File: config.mk
export PLATFORM = sky130hd
export DESIGN_NAME = program_encoder
export DESIGN_NICKNAME = d
export VERILOG_FILES = /design/src/rtl/program_encoder.sv
export SDC_FILE = /design/constraint.sdc
export NUM_CORES = 1
export LEC_CHECK = 0
export BUFFER_PORTS_ARGS = -buffer_cell sky130_fd_sc_hd__buf_2
export CORE_MARGIN = 3
export CORE_UTILIZATION = 48
export CTS_CLUSTER_DIAMETER = 60
export DETAILED_ROUTE_END_ITERATION = 8
export GPL_ROUTABILITY_DRIVEN = 1
export PLACE_DENSITY_LB_ADDON = 0.3
export SLEW_MARGIN = 0
export SYNTH_ARGS = -nofsm -noshare
export SYNTH_HDL_FRONTEND = slang
export SYNTH_SLANG_ARGS = --single-unit
File: constraint.sdc
create_clock -name clk -period 2.1 [get_ports clk]
set_clock_uncertainty 0.1 [all_clocks]
set_input_delay 0.42 -clock clk [delete_from_list [all_inputs] [get_ports clk]]
set_output_delay 0.42 -clock clk [all_outputs]
set_load 0.1 [all_outputs]
File: src/rtl/program_encoder.sv
// Instruction loader: packs assembler-level fields into KGP-RISC words and writes them
// consecutively from BASE_ADDR. Define ENC_READBACK_EN to add a read-after-write verify pass.
module program_encoder #(
    parameter int ADDR_W    = 10,
    parameter int DEPTH     = 1024,
    parameter int BASE_ADDR = 0
) (
    input  logic              clk,
    input  logic              rst,
    input  logic              start,
    input  logic              in_valid,
    output logic              in_ready,
    input  logic [4:0]        in_mnem,
    input  logic [4:0]        in_rs,
    input  logic [4:0]        in_rt,
    input  logic [25:0]       in_imm,
    input  logic              in_last,
    output logic              imem_wren,
    output logic [ADDR_W-1:0] imem_addr,
    output logic [31:0]       imem_wdata,
    output logic [ADDR_W:0]   words,
    output logic              done,
    output logic              err_illegal
`ifdef ENC_READBACK_EN
    ,
    input  logic [31:0]       imem_rdata,
    output logic              rb_mismatch
`endif
);

    typedef enum logic [2:0] {
        S_IDLE, S_LOAD, S_WRITE, S_VERIFY, S_CHECK, S_DONE
    } state_e;

    typedef enum logic [2:0] {K_R, K_BR, K_I, K_J, K_RET, K_BAD} kind_e;

    typedef struct packed {
        logic        legal;
        logic [31:0] word;
    } enc_t;

    localparam logic [ADDR_W:0]   DEPTH_W = (ADDR_W+1)'(DEPTH);
    localparam logic [ADDR_W:0]   ONE_W   = (ADDR_W+1)'(1);
    localparam logic [ADDR_W-1:0] BASE_W  = ADDR_W'(BASE_ADDR);

    state_e          state_q, state_d;
    logic [ADDR_W:0] words_q;
    logic [31:0]     data_q;
    logic            last_q;
    logic            err_q;
    logic            accept;
    logic            finish;
    enc_t            enc;

    function automatic enc_t encode(input logic [4:0] mnem, input logic [4:0] rs,
                                    input logic [4:0] rt, input logic [25:0] imm);
        kind_e      kind;
        logic [5:0] code;
        logic [4:0] shamt;
        enc_t       r;
        kind  = K_BAD;
        code  = 6'b000000;
        r     = '0;
        case (mnem)
            5'd0:  begin kind = K_R;   code = 6'b100000; end
            5'd1:  begin kind = K_R;   code = 6'b011000; end
            5'd2:  begin kind = K_R;   code = 6'b011001; end
            5'd3:  begin kind = K_R;   code = 6'b100100; end
            5'd4:  begin kind = K_R;   code = 6'b100110; end
            5'd5:  begin kind = K_R;   code = 6'b100111; end
            5'd6:  begin kind = K_R;   code = 6'b000000; end
            5'd7:  begin kind = K_R;   code = 6'b000010; end
            5'd8:  begin kind = K_R;   code = 6'b000011; end
            5'd9:  begin kind = K_R;   code = 6'b000100; end
            5'd10: begin kind = K_R;   code = 6'b000110; end
            5'd11: begin kind = K_R;   code = 6'b000111; end
            5'd12: begin kind = K_BR;  code = 6'b001000; end
            5'd13: begin kind = K_I;   code = 6'b001000; end
            5'd14: begin kind = K_I;   code = 6'b001100; end
            5'd15: begin kind = K_I;   code = 6'b100011; end
            5'd16: begin kind = K_I;   code = 6'b101011; end
            5'd17: begin kind = K_J;   code = 6'b010000; end
            5'd18: begin kind = K_J;   code = 6'b010010; end
            5'd19: begin kind = K_J;   code = 6'b010011; end
            5'd20: begin kind = K_J;   code = 6'b010100; end
            5'd21: begin kind = K_J;   code = 6'b010101; end
            5'd22: begin kind = K_J;   code = 6'b010110; end
            5'd23: begin kind = K_J;   code = 6'b010111; end
            5'd24: begin kind = K_J;   code = 6'b011000; end
            5'd25: begin kind = K_J;   code = 6'b011001; end
            5'd26: begin kind = K_J;   code = 6'b011010; end
            5'd27: begin kind = K_RET; code = 6'b011011; end
            default: kind = K_BAD;
        endcase
        // Only the immediate shifts carry a shift amount; variable shifts take it from rt.
        shamt = (mnem inside {5'd6, 5'd7, 5'd8}) ? imm[4:0] : 5'd0;
        case (kind)
            K_R:     r = '{legal: 1'b1, word: {6'b000000, rs, rt, 5'd0, shamt, code}};
            K_BR:    r = '{legal: 1'b1, word: {6'b000000, rs, 15'd0, code}};
            K_I:     r = '{legal: 1'b1, word: {code, rs, rt, imm[15:0]}};
            K_J:     r = '{legal: 1'b1, word: {code, imm}};
            K_RET:   r = '{legal: 1'b1, word: {code, 26'd0}};
            default: r = '0;
        endcase
        return r;
    endfunction

    assign enc    = encode(in_mnem, in_rs, in_rt, in_imm);
    assign accept = (state_q == S_LOAD) && in_valid;
    assign finish = last_q || ((words_q + ONE_W) == DEPTH_W);

    // NOTE: sequential state uses non-blocking assignments so every register samples pre-edge values.
    always_ff @(posedge clk) begin
        if (rst) state_q <= S_IDLE;
        else     state_q <= state_d;
    end

    // NOTE: state_d gets a default first, so no path through this block can infer a latch.
    always_comb begin
        state_d = state_q;
        case (state_q)
            S_IDLE:  if (start) state_d = S_LOAD;
            S_LOAD:  if (accept && enc.legal) state_d = S_WRITE;
`ifdef ENC_READBACK_EN
            S_WRITE:  state_d = S_VERIFY;
            S_VERIFY: state_d = S_CHECK;
            S_CHECK:  state_d = finish ? S_DONE : S_LOAD;
`else
            S_WRITE: state_d = finish ? S_DONE : S_LOAD;
`endif
            S_DONE:  if (start) state_d = S_LOAD;
            default: state_d = S_IDLE;
        endcase
    end

    // A reset arriving during WRITE must kill the strobe in that same cycle.
    always_comb begin
        in_ready  = (state_q == S_LOAD);
        imem_wren = (state_q == S_WRITE) && !rst;
        done      = (state_q == S_DONE);
    end

    always_ff @(posedge clk) begin
        if (rst) begin
            words_q <= '0;
            data_q  <= '0;
            last_q  <= 1'b0;
            err_q   <= 1'b0;
        end else begin
            err_q <= accept && !enc.legal;
            if (accept && enc.legal) begin
                data_q <= enc.word;
                last_q <= in_last;
            end
`ifdef ENC_READBACK_EN
            if (state_q == S_CHECK) words_q <= words_q + ONE_W;
`else
            if (state_q == S_WRITE) words_q <= words_q + ONE_W;
`endif
            if (start && (state_q == S_IDLE || state_q == S_DONE)) words_q <= '0;
        end
    end

`ifdef ENC_READBACK_EN
    logic rb_q;

    // Address stays put through VERIFY so the 1-cycle read returns the word just written.
    always_ff @(posedge clk) begin
        if (rst) begin
            rb_q <= 1'b0;
        end else if (start && (state_q == S_IDLE || state_q == S_DONE)) begin
            rb_q <= 1'b0;
        end else if (state_q == S_CHECK && imem_rdata != data_q) begin
            rb_q <= 1'b1;
        end
    end

    assign rb_mismatch = rb_q;
`endif

    assign imem_addr   = BASE_W + words_q[ADDR_W-1:0];
    assign imem_wdata  = data_q;
    assign words       = words_q;
    assign err_illegal = err_q;

endmodule

==> metrics.txt, run 1 <==
status=complete, no violations; cts bufs inserted=5; setup TNS=0 ns; initial antenna violation count=0; xor-xnor portion of the synthesized cell area=4.86%; # hold bufs at CTS=0; All-Layer GR Usage=23.0%; grt ovf=0; ANT nets after route=0; PortBufs=102; adder-cell area share of the yosys netlist=0.496%; largest net degree at the start of global routing=16; DIE AREA=6160 um^2; Pwr Total=2.54 mW; ANT cells=0; multiplexer share of the synthesized area=0.794%; Comb pwr share=39.1%; EDFF count, synth=0; Sw Ratio=42.3%; number of synthesized register bits=48; DRC=0; Post-Synthesis Cells=~310; Final Cell Area=3210 um^2; CP arrival=between 1 and 1.5 ns; area fraction in compound gates after synthesis=24.1%; cell internal pwr=between 1 and 1.5 mW; maximum clock rate=521 MHz; register area share after synthesis=38.1%; r2r worst-path depth=6; final period utilization=91.5%; via count=2626; Max FO, Critical Path=6; DR WL/cell=14.4 um; Mapped Area=2520 um^2; Max clock buf depth=2; Post-CTS Setup Bufs=0; HP Class=input port to flip-flop; dpl cells=470; M2 GR Usage=36.4%; drt via density=approximately 5.5; Cell Chain, Critical Path=nor2b_1 -> nor2b_2 -> buf_12; post-synthesis simple-gate area fraction=23.3%; maxcap violations=0; GPL Wtd Cong=0.974; Max Slew Vio Count=0; slowest stage cell, crit path=dfxtp_2; Finished Layout Cells=477; Hold Slack=0.248 ns; top_reg_cell synth=dfxtp_1; maximum vdd drop=0.000434 V; hold_sp=in_imm[13]; syn_area_per_cell=8.03 um^2; CTS sink count=48; hold endpoint=imem_wdata[13]; Leakage=approximately 1.4 nW; Clk pin slew, worst setup/hold paths=approximately 0.090 ns; I/O pin total=103; CTS tree=built; reg2reg end=state_q[2]; DPL Wire Length=5.25 mm; Slew @ Worst Pin=0.503 ns; Initial DRC Count=131; layout cells sized above 1=between 30 and 40%; placed inst area=3140 um^2; starting density of the core=51.4%; setup slack, reg-to-reg=0.28 ns; syn_nets=between 300 and 400; endpoints failing setup=0; cell taking the most area after synthesis=dfxtp_1; hold path cells=3; row count=25; Synth top area share=approximately two fifths; GR peak layer=met2; core area=4910 um^2; commonest cells in the netlist=dfxtp_1 (48), nor2_1 (45), nand2_1 (27); First-pass DRT Iterations=5; main area contributors after synthesis=dfxtp_1 (38%), nor2_1 (6.7%), a22oi_1 (4.2%), nand2_1 (4.0%), o21ai_0 (4.0%); Required @ worst endpoint=1.58 ns; clock power share=20.9%; CTS Root Cell=clkbuf_8; type of origin of the critical path=flip-flop; # fillers=462; Die Y=slightly below 80 um; RSZ-0062 raised after global routing=false; PwrDens=790 nW/um^2; post_cts resized=0; ys async rst share=0%; crit path capture type=output pin; met1 Use GR=30.9%; Min Clock Period, post-route=just under 2 ns; vias in the first global route=between 2000 and 2500; wirelength, routed=between 6 and 7 mm; area grow syn2layout=27.4%; slowest stage delay, CP=0.41 ns; first-pass GRT wire length=between 10 and 15 mm; Final Hold Viols=0; die width=78.5 um; R2R Path Start=state_q[1]; largest family of logic cells by synthesized area=compound AO/OA/AOI/OAI gates; count leader, synth=dfxtp_1; Synth cell types=54; Slew headroom=66.3%; H-tree levels=2; met3 Use GR=under 10%; Sequential Power Share=about two fifths; kind of critical path=flip-flop to output pin; nets@finish=457; Sw Pwr=1.07 mW; clock latency on the worst-skew pair=0.30 ns; Syn. warnings=0
worst max-delay path: cells and delay by family, from the launching register on:
kind	cells	cell delay, ns
DFF	1	0.41
and+or+nand+nor	2	0.49
buffers and inverters	1	0.20
metrics by stage:
| step | setup WS (ns) | util, % |
|---|---|---|
| after floorplan | -0.292 | - |
| after global placement | 0.106 | 63.8 |
| after detailed placement | 0.0688 | 63.8 |
| after CTS | 0.0947 | 65.4 |
| after global routing | 0.0878 | 65.5 |
| final | 0.179 | 65.5 |
worst max path at each step:
stage	from	slack, ns	cells past startpoint	end
finish	state_q[0]	0.18	3	in_ready
global placement	in_mnem[1]	0.11	6	imem_wdata[24]
CTS	state_q[0]	0.09	3	in_ready
detailed placement	in_mnem[1]	0.07	6	imem_wdata[24]
floorplan	words[8]	-0.29	6	state_q[2]
global route	state_q[0]	0.09	3	in_ready
routing by layer:
metal  wire [um]  share of wire, %
met1        3120                46
met2        3020                44
met3         630               9.2
met4          80               1.2
met5           0                 0
sequential cells by signal, indices dropped and copies added (netlist names):
register     flops
state_q          3
err_illegal      1
last_q           1
words           11
imem_wdata      32
cell families (layout without fill, tap and decap cells):
kind of cell / count (synthesis) / count (layout)
and+or+nand+nor: 123 / 123
AOI/OAI and AO/OA: 87 / 87
muxes: 2 / 2
DFF: 48 / 48
xor gates and xnor gates: 14 / 14
adders and majority gates: 1 / 1
buffers and inverters: 39 / 135
cells in the final DEF (no fill, tap or decap), types with 3 or more instances in the layout:
cell,count
a22oi_1,14
a21oi_1,18
nand3_1,10
o21ai_0,20
buf_4,19
inv_1,6
clkbuf_8,5
nand2_1,27
buf_2,99
nor2b_1,4
nand4_1,6
dfxtp_1,42
nor3_1,11
buf_12,3
xnor2_1,8
a221oi_1,11
or3_1,4
nor2_1,44
dfxtp_2,6
xor2_1,6
cell type report:
| type | instances | area (um^2) | area share, % |
|---|---|---|---|
| clock buffer | 6 | 72.6 | 2.26 |
| clock inverter | 1 | 5.00 | 0.156 |
| inverter | 7 | 26.3 | 0.817 |
| multi-input combinational | 227 | 1360 | 42.3 |
| sequential | 48 | 968 | 30.1 |
| tap | 67 | 83.8 | 2.61 |
| timing repair buffer | 121 | 698 | 21.7 |
power groups by stage:
stage | Clock, mW | Combinational [mW] | Sequential [mW]
2_1_floorplan | 0 | 0.389 | 1.40
3_3_place_gp | 0 | 0.983 | 1.03
3_5_place_dp | 0 | 0.990 | 1.04
4_1_cts | 0.540 | 0.993 | 1.01
5_1_grt | 0.587 | 1.06 | 1.03
6_report | 0.530 | 0.993 | 1.02
Note: power is estimated with default switching activity, not from simulation.
==> run 2: changes to the inputs <==
CORE_UTILIZATION = 52   (was 48)
clock period = 2.35 ns   (was 2.1 ns; I/O delays follow)
==> metrics.txt, run 2 (same netlist as run 1, synthesis figures left out) <==
placed inst area=3010 um^2; Setup WS pre-CTS=0.230 ns; cts bufs inserted=5; RSZ-0062 raised after global routing=false; Final Hold Viols=0; starting density of the core=56.0%; die width=75.6 um; dpl cells=448; maximum vdd drop=0.000466 V; DIE AREA=5720 um^2; DR WL/cell=~15 um; largest net degree at the start of global routing=19; Pwr Total=around 2.3 mW; ANT cells=0; Hold Slack=slightly above 0.3 ns; post_cts resized=0; clock latency on the worst-skew pair=between 0.2 and 0.3 ns; PortBufs=102; Slew @ Worst Pin=0.510 ns; Die Y=around 76 um; row count=24; slowest stage delay, CP=0.48 ns; CTS tree=built; DPL Wire Length=5.09 mm; HP Class=input port to flip-flop; # hold bufs at CTS=0; Max FO, Critical Path=6; kind of critical path=flip-flop to output pin; min setup slack post-route=0.103 ns; Max clock buf depth=2; Slew headroom=66.2%; slowest stage cell, crit path=dfxtp_1; DRC=0; H-tree levels=2; most frequent cells in the layout=buf_2 (102), dfxtp_1 (48), nor2_1 (44), nand2_1 (27), o21ai_0 (20); vias in the first global route=2276; CP arrival=1.68 ns; First-pass DRT Iterations=5; type of origin of the critical path=flip-flop; CTS Root Cell=clkbuf_8; maximum clock rate=445 MHz; grt ovf=0; Cell Chain, Critical Path=nor2b_1 -> nor2b_2 -> buf_2; All-Layer GR Usage=24.1%; layout cells sized above 1=between 30% and 40%; GPL Wtd Cong=0.912; drt via density=5.72; final core occ=69.0%; Leakage=1.40 nW; nets@finish=450; Post-CTS Setup Bufs=0; I/O pin total=103; Final Cell Area=3110 um^2; core area=4500 um^2; wirelength, routed=6.79 mm; CTS sink count=between 40 and 50; maxcap violations=0; commonest non-fill, non-tap cell in the layout=buf_2; Required @ worst endpoint=1.78 ns; Clk pin slew, worst setup/hold paths=0.08 ns; status=complete, no violations; Max Slew Vio Count=0; crit path capture type=output pin; PwrDens=roughly 730 nW/um^2; Finished Layout Cells=455; # fillers=373; setup TNS=0 ns; via count=2601; Min Clock Period, post-route=2.25 ns; final period utilization=between 90% and 100%; max reg flops=32; Initial DRC Count=around 140; initial antenna violation count=0; endpoints failing setup=0; ANT nets after route=0; first-pass GRT wire length=10.7 mm; area grow syn2layout=23.3%
-- run 2: worst max-delay path: cells and delay by family, from the launching register on --
family | cells | cell delay [ns]
buffers and inverters | 1 | 0.45
DFF | 1 | 0.48
and+or+nand+nor | 2 | 0.46
-- run 2: metal layers --
| metal | vias to the layer above | part of all wire [%] | global-route usage [%] |
|---|---|---|---|
| met5 | - | 0 | 0 |
| met4 | 0 | 0.87 | 6.60 |
| li1 | 1292 | - | - |
| met3 | 7 | 8.9 | 5.41 |
| met1 | 1172 | 45 | 34.7 |
| met2 | 130 | 45 | 36.3 |
-- run 2: layout make-up --
cell class	count	area (um^2)	area share [%]
clock buffers	7	96.3	3.10
inverters	7	26.3	0.845
multi-input cells	227	1360	43.7
flip-flops and latches	48	961	30.9
well taps	52	65.1	2.09
repair buffers	114	601	19.3
-- run 2: worst paths after layout --
check,startpoint,to,slack [ns],cells past startpoint
setup reg to reg,words[1],state_q[2],0.44,6
hold reg to reg,imem_wdata[2],imem_wdata[2],0.36,2
setup / recovery,state_q[0],in_ready,0.10,3
hold / removal,in_imm[12],imem_wdata[12],0.31,3
-- run 2: report_power, final --
part           internal, mW  switching [mW]
registers             0.873          0.0550
logic                 0.195           0.626
clock network         0.262           0.265
total                  1.33           0.946
==> run 3: changes to the inputs <==
RECOVER_POWER = 50   (was unset)
==> metrics.txt, run 3 (same netlist as run 1, synthesis figures left out) <==
status=complete, no violations; initial antenna violation count=0; clock latency on the worst-skew pair=between 0.2 and 0.3 ns; reg2reg end=state_q[2]; commonest non-fill, non-tap cell in the layout=buf_2; Critical Path End=in_ready; final core occ=between 60% and 70%; H-tree levels=2; Clk pin slew, worst setup/hold paths=0.08 ns; I/O pin total=about 100; drt via density=5.73; endpoints failing setup=0; min setup slack post-route=0.103 ns; ANT nets after route=0; Min Clock Period, post-route=2.25 ns; CTS sink count=48; PortBufs=102; maximum clock rate=445 MHz; HP Class=input port to flip-flop; DPL Wire Length=~5.1 mm; Max Slew Vio Count=0; Initial DRC Count=172; die width=75.6 um; first-pass GRT wire length=around 11 mm; row count=24; Final Cell Area=between 3000 and 4000 um^2; Leakage=1.26 nW; DRC=0; Max clock buf depth=2; grt ovf=0; DIE AREA=5720 um^2; PwrDens=739 nW/um^2; Final Hold Viols=0; Slew headroom=a little over a fifth; via count=2609; ANT cells=0; RSZ-0062 raised after global routing=false; CTS Root Cell=clkbuf_8; max reg flops=32; Die Y=between 70 and 80 um; starting density of the core=56.0%; Worst setup startpoint=state_q[0]; type of origin of the critical path=flip-flop; First-pass DRT Iterations=5; area grow syn2layout=21.3%; CTS tree=built; kind of critical path=flip-flop to output pin; vias in the first global route=2276; nets@finish=450; Max FO, Critical Path=6; post_cts resized=0; Required @ worst endpoint=~1.8 ns; R2R Path Start=state_q[2]; crit path capture type=output pin; GPL Wtd Cong=0.912; maximum vdd drop=0.000465 V; placed inst area=3010 um^2; cts bufs inserted=5; DR WL/cell=15.0 um; core area=4500 um^2; Post-CTS Setup Bufs=0; setup slack, reg-to-reg=between 0.3 and 0.4 ns; layout cells sized above 1=25.1%; CP arrival=1.68 ns; maxcap violations=0; # hold bufs at CTS=0; largest net degree at the start of global routing=19; wirelength, routed=approximately 7 mm; r2r worst-path depth=6; Slew @ Worst Pin=1.18 ns; All-Layer GR Usage=24.1%; most frequent cells in the layout=buf_2 (67), dfxtp_1 (48), nor2_1 (44), clkbuf_1 (31), nand2_1 (27); Setup WS pre-CTS=0.230 ns; final period utilization=95.6%
==> run 3: worst min path at each step <==
stage	depth (start not counted)	end	slack, ns	from
floorplan	2	last_q	0.34	last_q
detailed placement	2	imem_wdata[2]	0.35	imem_wdata[2]
CTS	3	last_q	0.29	in_last
global placement	2	imem_wdata[8]	0.34	imem_wdata[8]
finish	3	imem_wdata[12]	0.31	in_imm[12]
global route	3	last_q	0.31	in_last
==> run 3: layer usage <==
layer	track usage (%)	vias to the layer above	routed length, um
met5	0	-	0
met4	6.60	0	63
met3	5.41	9	617
met2	36.3	135	3030
met1	34.7	1173	3120
li1	-	1292	-
==> run 3: report_power, final <==
part,internal (mW),switching [mW]
combinational,0.177,0.626
clock,0.262,0.266
sequential,0.874,0.0563
==> run 3: critical path: stages, from the launching register on <==
cell	delay (ns)
dfxtp_1	0.48
nor2b_1	0.24
nor2b_2	0.22
buf_2	0.45
==> run 3: final cells by class <==
class                      count  area, um^2
timing repair buffer         114         551
clock buffer                   7        96.3
inverter                       7        26.3
multi-input combinational    227        1360
sequential                    48         961
tap                           52        65.1
fill                         397        1450
==> run 3: stage by stage <==
stage	instances	hold WS (ns)	total power [mW]	setup TNS, ns
6_report	455	0.306	2.26	0
5_1_grt	455	0.313	2.37	0
4_1_cts	455	0.294	2.29	0
3_5_place_dp	448	0.345	1.76	0
3_3_place_gp	448	0.336	1.76	0
2_1_floorplan	314	0.337	1.60	-0.118
